$ cat config.mk
export PLATFORM = sky130hd
export DESIGN_NAME = branch_predictor_flat
export DESIGN_NICKNAME = d
export VERILOG_FILES = /design/src/rtl/branch_predictor_if.sv /design/src/rtl/branch_predictor.sv /design/src/flat_wrapper.sv
export SDC_FILE = /design/constraint.sdc
export NUM_CORES = 2
export LEC_CHECK = 0
export ABC_AREA = 1
export BUFFER_PORTS_ARGS = -buffer_cell sky130_fd_sc_hd__clkbuf_2
export CAP_MARGIN = 20
export CORE_UTILIZATION = 35
export DETAILED_ROUTE_END_ITERATION = 12
export PLACE_DENSITY = 0.64
export SLEW_MARGIN = 20
export SYNTH_ARGS = -nofsm -noshare
export SYNTH_HDL_FRONTEND = slang
export SYNTH_SLANG_ARGS = --single-unit
$ cat constraint.sdc
create_clock -name clk -period 3.1 [get_ports clk]
set_clock_uncertainty 0.2 [all_clocks]
set_input_delay 0.465 -clock clk [delete_from_list [all_inputs] [get_ports clk]]
set_output_delay 0.465 -clock clk [all_outputs]
set_load 0.01 [all_outputs]
$ cat src/rtl/branch_predictor_if.sv
// branch_predictor_if: fetch lookup, EX training and statistics signals of the branch predictor
interface branch_predictor_if #(parameter int XLEN = 32);
  logic            if_pc_valid_unused;
  logic [XLEN-1:0] if_pc;
  logic            pred_taken;
  logic [XLEN-1:0] pred_target;
  logic            ex_valid;
  logic [XLEN-1:0] ex_pc;
  logic            ex_taken;
  logic [XLEN-1:0] ex_target;
  logic            ex_pred_taken;
  logic [XLEN-1:0] ex_pred_target;
  logic            ex_mispredict;
  logic            flush_all;
  logic [31:0]     stat_branches;
  logic [31:0]     stat_mispredicts;
  modport master (
    output if_pc, ex_valid, ex_pc, ex_taken, ex_target, ex_pred_taken, ex_pred_target, flush_all,
    input  pred_taken, pred_target, ex_mispredict, stat_branches, stat_mispredicts
  );
  modport slave (
    input  if_pc, ex_valid, ex_pc, ex_taken, ex_target, ex_pred_taken, ex_pred_target, flush_all,
    output pred_taken, pred_target, ex_mispredict, stat_branches, stat_mispredicts
  );
endinterface

$ cat src/rtl/branch_predictor.sv
// branch_predictor: direct-mapped BHT+BTB with saturating counters, mispredict flag and statistics
module branch_predictor #(
  parameter int XLEN    = 32,
  parameter int ENTRIES = 16,
  parameter int CTR_W   = 2,
  parameter int TAG_W   = 8
) (
  input logic clk,
  input logic rst_n,
  branch_predictor_if.slave bus
);
  localparam int IDX_W = $clog2(ENTRIES);
  localparam logic [CTR_W-1:0] CTR_WT  = CTR_W'(1 << (CTR_W - 1));
  localparam logic [CTR_W-1:0] CTR_WNT = CTR_W'((1 << (CTR_W - 1)) - 1);
  logic [ENTRIES-1:0] valid_q, valid_d;
  logic [TAG_W-1:0]   tag_q    [ENTRIES];
  logic [TAG_W-1:0]   tag_d    [ENTRIES];
  logic [XLEN-1:0]    target_q [ENTRIES];
  logic [XLEN-1:0]    target_d [ENTRIES];
  logic [CTR_W-1:0]   ctr_q    [ENTRIES];
  logic [CTR_W-1:0]   ctr_d    [ENTRIES];
  logic [31:0]        stat_br_q, stat_br_d, stat_mp_q, stat_mp_d;
  logic [IDX_W-1:0]   f_idx, e_idx;
  logic [TAG_W-1:0]   f_tag, e_tag;
  logic               f_hit, e_hit, unused_pc;
  assign f_idx = bus.if_pc[IDX_W+1:2];
  assign f_tag = bus.if_pc[IDX_W+TAG_W+1:IDX_W+2];
  assign e_idx = bus.ex_pc[IDX_W+1:2];
  assign e_tag = bus.ex_pc[IDX_W+TAG_W+1:IDX_W+2];
  assign unused_pc = ^{bus.if_pc, bus.ex_pc};
  assign f_hit = valid_q[f_idx] && tag_q[f_idx] == f_tag;
  assign e_hit = valid_q[e_idx] && tag_q[e_idx] == e_tag;
  assign bus.pred_taken       = f_hit && ctr_q[f_idx][CTR_W-1];
  assign bus.pred_target      = bus.pred_taken ? target_q[f_idx] : bus.if_pc + XLEN'(4);
  assign bus.ex_mispredict    = bus.ex_valid && (bus.ex_taken != bus.ex_pred_taken ||
                                (bus.ex_taken && bus.ex_pred_target != bus.ex_target));
  assign bus.stat_branches    = stat_br_q;
  assign bus.stat_mispredicts = stat_mp_q;
  always_comb begin
    valid_d   = valid_q;
    tag_d     = tag_q;
    target_d  = target_q;
    ctr_d     = ctr_q;
    stat_br_d = stat_br_q + 32'(bus.ex_valid && stat_br_q != '1);
    stat_mp_d = stat_mp_q + 32'(bus.ex_mispredict && stat_mp_q != '1);
    // a flush wins over training in the same cycle
    if (bus.flush_all) valid_d = '0;
    else if (bus.ex_valid && e_hit) begin
      ctr_d[e_idx] = bus.ex_taken ? ctr_q[e_idx] + CTR_W'(ctr_q[e_idx] != '1)
                                  : ctr_q[e_idx] - CTR_W'(ctr_q[e_idx] != '0);
      if (bus.ex_taken) target_d[e_idx] = bus.ex_target;
    end else if (bus.ex_valid && bus.ex_taken) begin
      valid_d[e_idx]  = 1'b1;
      tag_d[e_idx]    = e_tag;
      target_d[e_idx] = bus.ex_target;
      ctr_d[e_idx]    = CTR_WT;
    end
  end
  always_ff @(posedge clk or negedge rst_n) begin
    if (!rst_n) begin
      valid_q   <= '0;
      tag_q     <= '{default: '0};
      target_q  <= '{default: '0};
      ctr_q     <= '{default: CTR_WNT};
      stat_br_q <= '0;
      stat_mp_q <= '0;
    end else begin
      valid_q   <= valid_d;
      tag_q     <= tag_d;
      target_q  <= target_d;
      ctr_q     <= ctr_d;
      stat_br_q <= stat_br_d;
      stat_mp_q <= stat_mp_d;
    end
  end
endmodule
$ cat src/flat_wrapper.sv
// flat-port wrapper written by rule: the top's interface ports become plain ports
module branch_predictor_flat 
#(
  parameter int XLEN    = 32,
  parameter int ENTRIES = 16,
  parameter int CTR_W   = 2,
  parameter int TAG_W   = 8
)
  (clk, rst_n, bus_if_pc, bus_ex_valid, bus_ex_pc, bus_ex_taken, bus_ex_target, bus_ex_pred_taken, bus_ex_pred_target, bus_flush_all, bus_pred_taken, bus_pred_target, bus_ex_mispredict, bus_stat_branches, bus_stat_mispredicts);
  branch_predictor_if #(.XLEN(XLEN)) bus_i ();
  input logic clk;
  input logic rst_n;
  input wire logic [$bits(bus_i.if_pc)-1:0] bus_if_pc;
  input wire logic [$bits(bus_i.ex_valid)-1:0] bus_ex_valid;
  input wire logic [$bits(bus_i.ex_pc)-1:0] bus_ex_pc;
  input wire logic [$bits(bus_i.ex_taken)-1:0] bus_ex_taken;
  input wire logic [$bits(bus_i.ex_target)-1:0] bus_ex_target;
  input wire logic [$bits(bus_i.ex_pred_taken)-1:0] bus_ex_pred_taken;
  input wire logic [$bits(bus_i.ex_pred_target)-1:0] bus_ex_pred_target;
  input wire logic [$bits(bus_i.flush_all)-1:0] bus_flush_all;
  output wire logic [$bits(bus_i.pred_taken)-1:0] bus_pred_taken;
  output wire logic [$bits(bus_i.pred_target)-1:0] bus_pred_target;
  output wire logic [$bits(bus_i.ex_mispredict)-1:0] bus_ex_mispredict;
  output wire logic [$bits(bus_i.stat_branches)-1:0] bus_stat_branches;
  output wire logic [$bits(bus_i.stat_mispredicts)-1:0] bus_stat_mispredicts;
  assign bus_i.if_pc = bus_if_pc;
  assign bus_i.ex_valid = bus_ex_valid;
  assign bus_i.ex_pc = bus_ex_pc;
  assign bus_i.ex_taken = bus_ex_taken;
  assign bus_i.ex_target = bus_ex_target;
  assign bus_i.ex_pred_taken = bus_ex_pred_taken;
  assign bus_i.ex_pred_target = bus_ex_pred_target;
  assign bus_i.flush_all = bus_flush_all;
  assign bus_pred_taken = bus_i.pred_taken;
  assign bus_pred_target = bus_i.pred_target;
  assign bus_ex_mispredict = bus_i.ex_mispredict;
  assign bus_stat_branches = bus_i.stat_branches;
  assign bus_stat_mispredicts = bus_i.stat_mispredicts;
  branch_predictor #(.XLEN(XLEN), .ENTRIES(ENTRIES), .CTR_W(CTR_W), .TAG_W(TAG_W)) u_core (.clk(clk), .rst_n(rst_n), .bus(bus_i));
endmodule
==> impl_metrics.py <==
metrics = {
    "worst_setup_path": {
        "critPathLaunchType": "flop",
        "path_class": "flop to output pin",
        "arrival_ns": 3.00,
        "r2r_start": "u_core.bus.stat_branches[15]",
        "r2r-end": "u_core.bus.stat_branches[27]",
        "rr_worst_depth": 17,
        "ff2ff_setup_slack_ns": 0.15,
        "critPathRequiredTime_ns": 2.43,
        "crit_fanout": 6,
        "crit_path_end_kind": "output pin",
    },
    "sta": {
        "worst_pin_slew_ns": 0.651,
        "final.period_utilization": 1.18,
        "relSlewSlack": 0.566,
        "finalMaxSlewViolations": 0,
        "final_hold_viol_count": 0,
        "rsz0062_at_grt": "true",
        "fin_ws_ns": -0.567,
        "min_period_ns": 3.67,
        "setup_viol": 33,
        "max_freq_ghz": 0.273,
    },
    "die": {
        "core-area_sq_um": 105000,
        "start_util": 0.353,
        "die_w_um": 328,
        "die_area_sq_um": 107000,
        "die_y_um": 328,
        "io_pins": 232,
        "rows": 119,
    },
    "logic_synthesis": {
        "syn_inst": 4763,
        "synth_seq_area_share": 0.507,
        "synth_edf_count": 0,
        "syn-num-nets": 4903,
        "synth_ff_type": "dfrtp_1",
        "netlist_area_sq_um": 37200,
        "synth_warnings": 0,
        "yosysUniqueCellTypes": 48,
        "ys_seq_elements": 752,
        "synth.avg_cell_area_sq_um": 7.80,
        "synthArstFlopShare": 1.00,
    },
    "global_routing": {
        "grt_max_degree": 106,
        "grt_pass1_wl_um": 200000,
        "antenna_found_initial": 4,
        "grt_pass1_vias": 33200,
        "grtUsageTotal": 0.239,
        "grt-ovfl-total": 0,
    },
    "route": {
        "highest_layer": "met4",
        "firstDrtPassIters": 6,
        "vias": 35200,
        "drtAntennaViolNets": 0,
        "drt-initial-drc-count": 3926,
        "via_per_inst": 5.33,
        "drc_errors": 0,
        "dr_wl_met3_um": 11000,
        "avgRoutedWirePerCell_um": 19.7,
        "dr_wl_met2_um": 59500,
        "drt-met1-wl_um": 54800,
        "routed_wl_um": 130000,
    },
    "cts": {
        "cts_root_buffer": "clkbuf_16",
        "cts_buffers": 82,
        "cts_max_level": 3,
        "cts.clk_slew.worst_paths_ns": 0.06,
        "clockBufferDepth": 3,
        "cts_tree": "yes",
        "worstSkewPairLatency_ns": 0.67,
        "clock-sinks": 752,
    },
    "place": {
        "place_area_sq_um": 42400,
        "dp_hpwl_um": 84900,
        "io_buffers": 211,
        "place.gp.congestion": 0.955,
        "dp_cells": 6393,
    },
    "run_status": {
        "violations": "negative setup slack",
        "status": "finished, violations left",
    },
    "hold_path": {
        "holdPathStages": 4,
        "hp-start": "bus_ex_target[11]",
        "hp-class": "input port to flop",
        "whs_endpoint": "u_core.target_q[75]",
    },
    "power": {
        "clkPwrFrac": 0.400,
        "seqPwrFrac": 0.444,
        "switching_share": 0.287,
        "internal_power_mw": 19.0,
        "ir_drop_mv": 0.497,
        "p_leak_nw": 22.0,
        "power_switching_mw": 7.62,
        "power.density_nw_per_um2": 570,
        "p_comb_frac": 0.156,
    },
    "final_layout": {
        "stdcell_area_sq_um": 46600,
        "finalNonFillerCells": 6607,
        "fin_nets": 5284,
        "layout-drive-gt1-share": 0.171,
        "area_growth_pct": 25.4,
    },
    "job": {
        "max_cap_violations": 0,
    },
}
[layout make-up]
| cell class | count | area, sq um |
|---|---|---|
| well taps | 1391 | 1740 |
| inverters | 270 | 1060 |
| repair buffers | 626 | 5480 |
| fillers | 10300 | 58700 |
| multi-input cells | 3412 | 16500 |
| clock buffers | 123 | 2480 |
| diodes | 4 | 10.0 |
| flip-flops and latches | 752 | 18800 |
| clock inverters | 29 | 497 |
[kinds of logic after synthesis]
family,share of synthesized area
AO/OA/AOI/OAI,0.197
adder cells (fa/ha/maj),0.00202
flip-flops,0.507
buffers and inverters,0.0649
AND/OR/NAND/NOR,0.206
XOR/XNOR,0.0231
[cell usage after synthesis (4+ instances only)]
cell type  number  area, sq um
clkbuf_1      253          950
nand3_1       105          526
a21oi_1        98          490
xor2_1         73          639
o211a_1         9         90.1
dfrtp_1       736        18400
o21ai_0      1072         5370
dfstp_2        16          420
o221ai_1       26          228
o22ai_1        86          538
buf_4          12         90.1
a221oi_1       10         87.6
a31oi_1        10         62.6
o21ai_1         7         35.0
buf_1          11         41.3
or2_2           4         25.0
buf_2          45          225
nand4_1        33          206
nor4_1         11         68.8
inv_1         254          953
a32o_1         12          120
xnor2_1        25          219
inv_2          13         48.8
buf_6           8         90.1
nor2_1        450         1690
nand2_1      1286         4830
ha_1            6         75.1
nor3_1         36          180
a22o_1          9         78.8
o211ai_1       23          173
[timing repair]
item,4_1_cts,5_1_grt
hold buffers,41,0
pin swaps,16,50
endpoints found under the setup margin,35,50
buffers inserted,4,12
gates resized for setup,77,148
cloned,1,3
endpoints found under the hold margin,413,0
[sequential cells by signal (all words and copies together) (netlist names)]
register                     flops
u_core.valid_q                  16
u_core.bus.stat_mispredicts     32
u_core.bus.stat_branches        32
u_core.tag_q                   128
u_core.ctr_q                    32
u_core.target_q                512
[cells in the final DEF (no fill, tap or decap), drive strengths merged, types with 12 or more instances in the layout]
cell,count
a21oi,98
a32o,12
buf,394
clkbuf,314
clkinv,19
dfrtp,736
dfstp,16
dlygate4sd3,41
inv,271
nand2,1288
nand3,107
nand4,33
nor2,452
nor3,37
nor4,12
o211ai,23
o21ai,1079
o221ai,26
o22ai,86
xnor2,25
xor2,73
[how the worst max path moves through the flow]
stage	to	from	slack [ns]
final	bus_pred_target[14]	u_core.tag_q[122]	-0.57
after CTS	bus_pred_target[4]	u_core.ctr_q[21]	-0.53
after global routing	bus_pred_target[1]	u_core.ctr_q[29]	-0.66
after global placement	u_core.bus.stat_mispredicts[30]	bus_ex_target[23]	-0.78
after detailed placement	u_core.bus.stat_mispredicts[30]	bus_ex_target[23]	-0.82
after floorplan	u_core.bus.stat_mispredicts[30]	bus_ex_target[23]	-0.19
[power by group through the flow]
stage | sequential [mW] | clock, mW | combinational [mW]
after floorplan | 11.8 | 0 | 2.30
after global placement | 11.9 | 0 | 3.88
after detailed placement | 11.9 | 0 | 3.96
after CTS | 11.8 | 10.8 | 4.07
after global routing | 12.0 | 11.2 | 4.67
final | 11.8 | 10.6 | 4.14
[worst max-delay path: stages, from the launching register on]
cell       delay [ns]
dfrtp_1          0.39
nor2_1           0.10
nor2_1           0.04
o21ai_1          0.09
nand3_2          0.14
nand3_2          0.13
nand3_4          0.11
xnor2_2          0.20
nand2_1          0.08
nor2_2           0.15
nand3_4          0.21
clkbuf_16        0.26
o21ai_4          0.17
buf_6            0.14
buf_6            0.10
[metrics by stage]
| step | hold slack, ns | setup TNS [ns] | worst slack (ns) | util | power, mW |
|---|---|---|---|---|---|
| after floorplan | -0.0306 | -0.301 | -0.185 | - | 14.1 |
| after global placement | 0.227 | -27.86 | -0.783 | 0.403 | 15.8 |
| after detailed placement | 0.225 | -31.55 | -0.822 | 0.403 | 15.9 |
| after CTS | 0.0577 | -14.77 | -0.526 | 0.437 | 26.7 |
| after global routing | 0.0757 | -20.15 | -0.665 | 0.443 | 27.8 |
| final | 0.0593 | -15.77 | -0.567 | 0.443 | 26.6 |
[metal layers]
| metal | track usage | vias to the layer above |
|---|---|---|
| li1 | - | 16500 |
| met1 | 0.326 | 17000 |
| met2 | 0.373 | 1505 |
| met3 | 0.0469 | 238 |
| met4 | 0.0960 | 0 |
| met5 | 0 | - |
No activity file was read; power rests on OpenSTA's default activity.
